--- src/rtl/reg_scoreboard.sv ---
// rtl/reg_scoreboard.sv - register busy scoreboard with issue stall, writeback enable and busy count
// Optional macro ZERO_REG_EN hardwires register 0 (never busy, never written back).
module reg_scoreboard #(
    parameter  int ADDR_W = 5,
    localparam int NREGS  = 2**ADDR_W
) (
    input  logic              clk,
    input  logic              rst_n,
    input  logic              issue_valid,
    input  logic [ADDR_W-1:0] issue_rd,
    input  logic [ADDR_W-1:0] issue_rs1,
    input  logic [ADDR_W-1:0] issue_rs2,
    input  logic              wb_valid,
    input  logic [ADDR_W-1:0] wb_rd,
    input  logic              flush,
    output logic              stall,
    output logic [NREGS-1:0]  busy,
    output logic [NREGS-1:0]  wb_we,
    output logic [ADDR_W:0]   busy_cnt
);

    logic [NREGS-1:0] busy_q, busy_d;
    logic [NREGS-1:0] wb_we_q, wb_we_d;
    logic [ADDR_W:0]  cnt_q, cnt_d;
    logic [NREGS-1:0] set_vec, clr_vec;

    // Hazard check looks only at registered busy: a same-cycle writeback does not unblock.
    assign stall = issue_valid & (busy_q[issue_rs1] | busy_q[issue_rs2] | busy_q[issue_rd]);

    always_comb begin
        set_vec = '0;
        clr_vec = '0;
        if (issue_valid && !stall && !flush) begin
            set_vec[issue_rd] = 1'b1;
        end
        if (wb_valid) begin
            clr_vec[wb_rd] = 1'b1;
        end
`ifdef ZERO_REG_EN
        set_vec[0] = 1'b0;
        clr_vec[0] = 1'b0;
`endif
        // Set is applied after clear so a same-register collision leaves the bit busy.
        busy_d  = flush ? '0 : ((busy_q & ~clr_vec) | set_vec);
        wb_we_d = clr_vec;
        cnt_d   = '0;
        for (int i = 0; i < NREGS; i++) begin
            cnt_d = cnt_d + {{ADDR_W{1'b0}}, busy_d[i]};
        end
    end

    always_ff @(posedge clk or negedge rst_n) begin
        if (!rst_n) begin
            busy_q  <= '0;
            wb_we_q <= '0;
            cnt_q   <= '0;
        end else begin
            busy_q  <= busy_d;
            wb_we_q <= wb_we_d;
            cnt_q   <= cnt_d;
        end
    end

    assign busy     = busy_q;
    assign wb_we    = wb_we_q;
    assign busy_cnt = cnt_q;

endmodule
--- config.mk ---
export PLATFORM = sky130hd
export DESIGN_NAME = reg_scoreboard
export DESIGN_NICKNAME = d
export VERILOG_FILES = /design/src/rtl/reg_scoreboard.sv
export SDC_FILE = /design/constraint.sdc
export NUM_CORES = 1
export LEC_CHECK = 0
export ABC_AREA = 1
export BUFFER_PORTS_ARGS = -buffer_cell sky130_fd_sc_hd__clkbuf_2
export CAP_MARGIN = 10
export CORE_MARGIN = 8
export CORE_UTILIZATION = 60
export DETAILED_ROUTE_END_ITERATION = 10
export PLACE_DENSITY_LB_ADDON = 0.05
export SLEW_MARGIN = 20
export SYNTH_ARGS = -nofsm -noshare
export SYNTH_HDL_FRONTEND = slang
export SYNTH_SLANG_ARGS = --single-unit
--- constraint.sdc ---
create_clock -name clk -period 10.5 [get_ports clk]
set_input_delay 0.525 -clock clk [delete_from_list [all_inputs] [get_ports clk]]
set_output_delay 0.525 -clock clk [all_outputs]
set_load 0.03 [all_outputs]
==> metrics.md <==
| Metric | Value |
|---|---|
| Leakage power of the design | 3.20 nW |
| Period minus WS final | 6850 ps |
| I/O Pins | 96 |
| Detailed Routing Iterations Pass 1 | 6 |
| Hold_buf cts | 0 |
| Overall Global Routing Usage | 27.7% |
| Most prevalent standard cell on the critical path | sky130_fd_sc_hd__fa_1 |
| Endpoint of the most critical register-to-register path | busy_cnt[4] |
| Routed wire length per instance | 19.1 um |
| CTS buffer count | 9 |
| Maximum clock frequency | 146 MHz |
| Count leader, synth | sky130_fd_sc_hd__nand2_1 |
| Clock slew at reported path FFs | 80 ps |
| Syn nets | 694 |
| Category of the most critical setup path | input pin to flop |
| Total of endpoints with negative setup slack in the final report | 0 |
| Clock tree from TritonCTS | yes |
| Area share of the largest cell type after synthesis | 35.1% |
| Clock network latency to the later pin of the worst-skew pair | 350 ps |
| Design Area, Final | 5580 um2 |
| Max-slew headroom | 36.2% |
| Synth cell count leaders | sky130_fd_sc_hd__nand2_1 (132), sky130_fd_sc_hd__inv_1 (88), sky130_fd_sc_hd__nor2_1 (75) |
| Via count | 4,881 |
| Unrepaired setup endpoints after global routing | no |
| Final HPWL DP | 11,700 um |
| Synth Area in Adders | 11.4% |
| Width of the die | 107 um |
| Synthesized instance count | 638 |
| Setup slack of the worst register-to-register path | 3890 ps |
| First-iteration detailed-routing DRC count | 446 |
| Share of the cycle needed by the critical path after routing | 65.3% |
| Flop and latch count out of synthesis | 70 |
| Setup crit start kind | input pin |
| Cell count of the worst reg-to-reg path | 25 |
| Tightest Hold Check Type | input pin to async pin |
| Critical path endpoint category | flop |
| Compound-Gate Fraction of Synth Area | 10.9% |
| Transition time at the pin with the least slew margin | 954 ps |
| Final antenna diode count | 0 |
| Number of vias per cell | 5.92 |
| Std-Cell Core Area | 8130 um2 |
| Req. time, crit path | 10,780 ps |
| Number of global-route vias before repair | 4,840 |
| Pwr Density | 104 nW/um2 |
| Leading register cell type out of synthesis | sky130_fd_sc_hd__dfrtp_1 |
| Post-route antenna net violation count | 0 |
| Final Power | 0.579 mW |
| Height of the die | 107 um |
| Multiplexer area fraction after synthesis | 0% |
| Number of levels in the clock H-tree | 3 |
| Origin of the critical flop-to-flop path | busy[7] |
| Placed standard-cell area | 5380 um2 |
| Total negative setup slack | 0 ps |
| Proportion of register bits with asynchronous set or reset after synthesis | 100% |
| Post-route DRC | 0 |
| Fraction of synthesized cell area in xor and xnor cells | 0.527% |
| Post-synthesis sequential area ratio | 35.1% |
| Longest Clk Path Bufs | 2 |
| Slowest Stage Delay on Critical Path | 730 ps |
| Slowest-stage cell, CP | sky130_fd_sc_hd__nor2_4 |
| Arr. time, crit path | 7130 ps |
| Largest net degree at the start of global routing | 71 |
| Largest area contributor in the netlist | sky130_fd_sc_hd__dfrtp_1 |
| Post-CTS Setup Inserts | 0 |
| Max-slew violation count | 0 |
| Area used by multi-input combinational logic | 2650 um2 |
| Number of distinct library cells after synthesis | 35 |
| Fraction of layout cells with a size suffix above 1 | 21.9% |
| CP delay by family, top | adder cells |
| Largest fanout of any net on the critical path | 33 |
| Count of cells resized by post-cts repair | 0 |
| Outcome | completed |
| Area of the die | 11,500 um2 |
| Bufs and invs on worst path | 4 |
| Clock tree root buffer cell | sky130_fd_sc_hd__clkbuf_8 |
| Gr ovfl total | 0 |
| Max capacitance violation total | 0 |
| Number of synthesized flops with an enable pin | 0 |
| Count of fill cells added during filler insertion | 663 |
| Antenna violations before repair | 0 |
| Register area | 1750 um2 |
| Worst IR drop on VDD | 0.0000676 V |
| Total of warnings raised by yosys | 0 |
| Total wire length after detailed routing | 15,700 um |
| Initial Utilization | 61.3% |
| Final hold violations | 0 |
| Largest cells by area after synthesis | sky130_fd_sc_hd__dfrtp_1 (35%), sky130_fd_sc_hd__nand2_1 (9.9%), sky130_fd_sc_hd__fa_1 (9.6%) |
| Average instance area after synthesis | 7.81 um2 |
| Worst Clk Skew | 8.89 ps |
| Largest family of logic cells by synthesized area | simple AND/OR/NAND/NOR gates |
| Final weighted congestion in routability-driven placement | 0.925 |
| Simple logic cell fraction of the synthesized area | 30.3% |
| Netlist area before placement | 4980 um2 |
| Wire length of the first global-routing pass | 25,100 um |
| Clk sink count | 70 |
| Buffers on Ports | 95 |
| Total number of nets in the final design | 771 |
| Number of standard-cell rows in the floorplan | 33 |
| Layout Area Growth over Synthesis | 12.0% |
## power by group
| part | leakage [nW] | internal, mW | switching, mW |
|---|---|---|---|
| combinational | 2.12 | 0.0198 | 0.0655 |
| sequential | 0.976 | 0.272 | 0.00123 |
| clock | 0.102 | 0.115 | 0.105 |
## cells in the final DEF, fill, tap and decap left out
cell / count
sky130_fd_sc_hd__nand2_4: 1
sky130_fd_sc_hd__clkinvlp_4: 1
sky130_fd_sc_hd__bufinv_16: 1
sky130_fd_sc_hd__clkbuf_8: 10
sky130_fd_sc_hd__inv_2: 5
sky130_fd_sc_hd__a21oi_1: 32
sky130_fd_sc_hd__nor2_2: 2
sky130_fd_sc_hd__clkbuf_2: 94
sky130_fd_sc_hd__a22oi_1: 4
sky130_fd_sc_hd__a31oi_1: 1
sky130_fd_sc_hd__nor2_1: 74
sky130_fd_sc_hd__o22ai_1: 6
sky130_fd_sc_hd__nand3b_1: 2
sky130_fd_sc_hd__buf_2: 1
sky130_fd_sc_hd__a21oi_2: 12
sky130_fd_sc_hd__xnor2_1: 1
sky130_fd_sc_hd__ha_1: 7
sky130_fd_sc_hd__inv_6: 1
sky130_fd_sc_hd__xor2_1: 2
sky130_fd_sc_hd__o211ai_1: 1
sky130_fd_sc_hd__dfrtp_1: 70
sky130_fd_sc_hd__nand2_1: 132
sky130_fd_sc_hd__nor2_4: 1
sky130_fd_sc_hd__nand4_1: 14
sky130_fd_sc_hd__o21bai_1: 2
sky130_fd_sc_hd__nand4_2: 18
sky130_fd_sc_hd__o21ai_0: 35
sky130_fd_sc_hd__fa_1: 24
sky130_fd_sc_hd__nor3_1: 8
sky130_fd_sc_hd__nand3_1: 58
sky130_fd_sc_hd__inv_1: 88
sky130_fd_sc_hd__nor2_8: 1
sky130_fd_sc_hd__nand2_2: 4
sky130_fd_sc_hd__clkinv_4: 1
sky130_fd_sc_hd__o21a_1: 1
sky130_fd_sc_hd__clkinv_2: 3
sky130_fd_sc_hd__buf_4: 2
## per-layer routing
layer | part of all wire [%] | routed length, um | global-route usage, %
met4 | 2.7 | 427 | 10.1
met3 | 10 | 1620 | 6.78
met2 | 49 | 7770 | 45.9
met1 | 38 | 5910 | 34.4
met5 | 0 | 0 | 0
## layout make-up
type / count / share of cell area, %
clock buffer: 10 / 2.47
clock inverter: 6 / 1.10
inverter: 94 / 6.41
multi-input combinational: 443 / 47.5
sequential: 70 / 31.4
tap: 105 / 2.35
timing repair buffer: 97 / 8.79
## state kept, by name, indices dropped and copies added, names as in the netlist
signal	flops
busy	32
wb_we	32
busy_cnt	6
## worst max-delay path by stage
stage,start,endpoint,slack (ps),depth (start not counted)
2_1_floorplan,issue_rs2[0],busy_cnt[4],4640,30
5_1_grt,issue_rs1[0],busy_cnt[5],3250,28
6_report,issue_rs1[0],busy_cnt[4],3650,26
3_3_place_gp,issue_rs1[0],busy_cnt[4],3470,26
4_1_cts,issue_rs1[0],busy_cnt[4],3710,26
3_5_place_dp,issue_rs1[0],busy_cnt[4],3360,26
## cell families (layout without fill, tap and decap cells)
| kind of cell | count (synthesis) | after routing |
|---|---|---|
| simple gates | 315 | 315 |
| buf+inv | 125 | 207 |
| compound gates | 94 | 94 |
| flops | 70 | 70 |
| fa+ha+maj | 31 | 31 |
| xor+xnor | 3 | 3 |
## worst reg2reg max path: stages (launching register included)
cell	delay (ps)
sky130_fd_sc_hd__dfrtp_1	410
sky130_fd_sc_hd__inv_1	170
sky130_fd_sc_hd__nand2_1	70
sky130_fd_sc_hd__nand3_1	100
sky130_fd_sc_hd__nand3_1	80
sky130_fd_sc_hd__nand3_1	80
sky130_fd_sc_hd__nand2_1	50
sky130_fd_sc_hd__nand2_1	50
sky130_fd_sc_hd__nand2_1	80
sky130_fd_sc_hd__nor2_4	750
sky130_fd_sc_hd__nand4_1	210
sky130_fd_sc_hd__a21oi_1	310
sky130_fd_sc_hd__fa_1	500
sky130_fd_sc_hd__inv_1	90
sky130_fd_sc_hd__fa_1	460
sky130_fd_sc_hd__fa_1	510
sky130_fd_sc_hd__fa_1	520
sky130_fd_sc_hd__fa_1	520
sky130_fd_sc_hd__inv_1	50
sky130_fd_sc_hd__fa_1	440
sky130_fd_sc_hd__ha_1	230
sky130_fd_sc_hd__fa_1	400
sky130_fd_sc_hd__a21oi_1	160
sky130_fd_sc_hd__nor2_1	60
sky130_fd_sc_hd__nor2_1	110
sky130_fd_sc_hd__xnor2_1	130
## stage by stage
| stage | setup slack (ps) | util, % | hold slack, ps | std cells |
|---|---|---|---|---|
| floorplan | 4640 | - | 229 | 638 |
| detailed placement | 3360 | 66.2 | 606 | 809 |
| finish | 3650 | 68.6 | 373 | 825 |
| global route | 3250 | 68.6 | 456 | 825 |
| global placement | 3470 | 66.2 | 604 | 809 |
| CTS | 3710 | 68.6 | 407 | 825 |
Note: power is estimated with default switching activity, not from simulation.
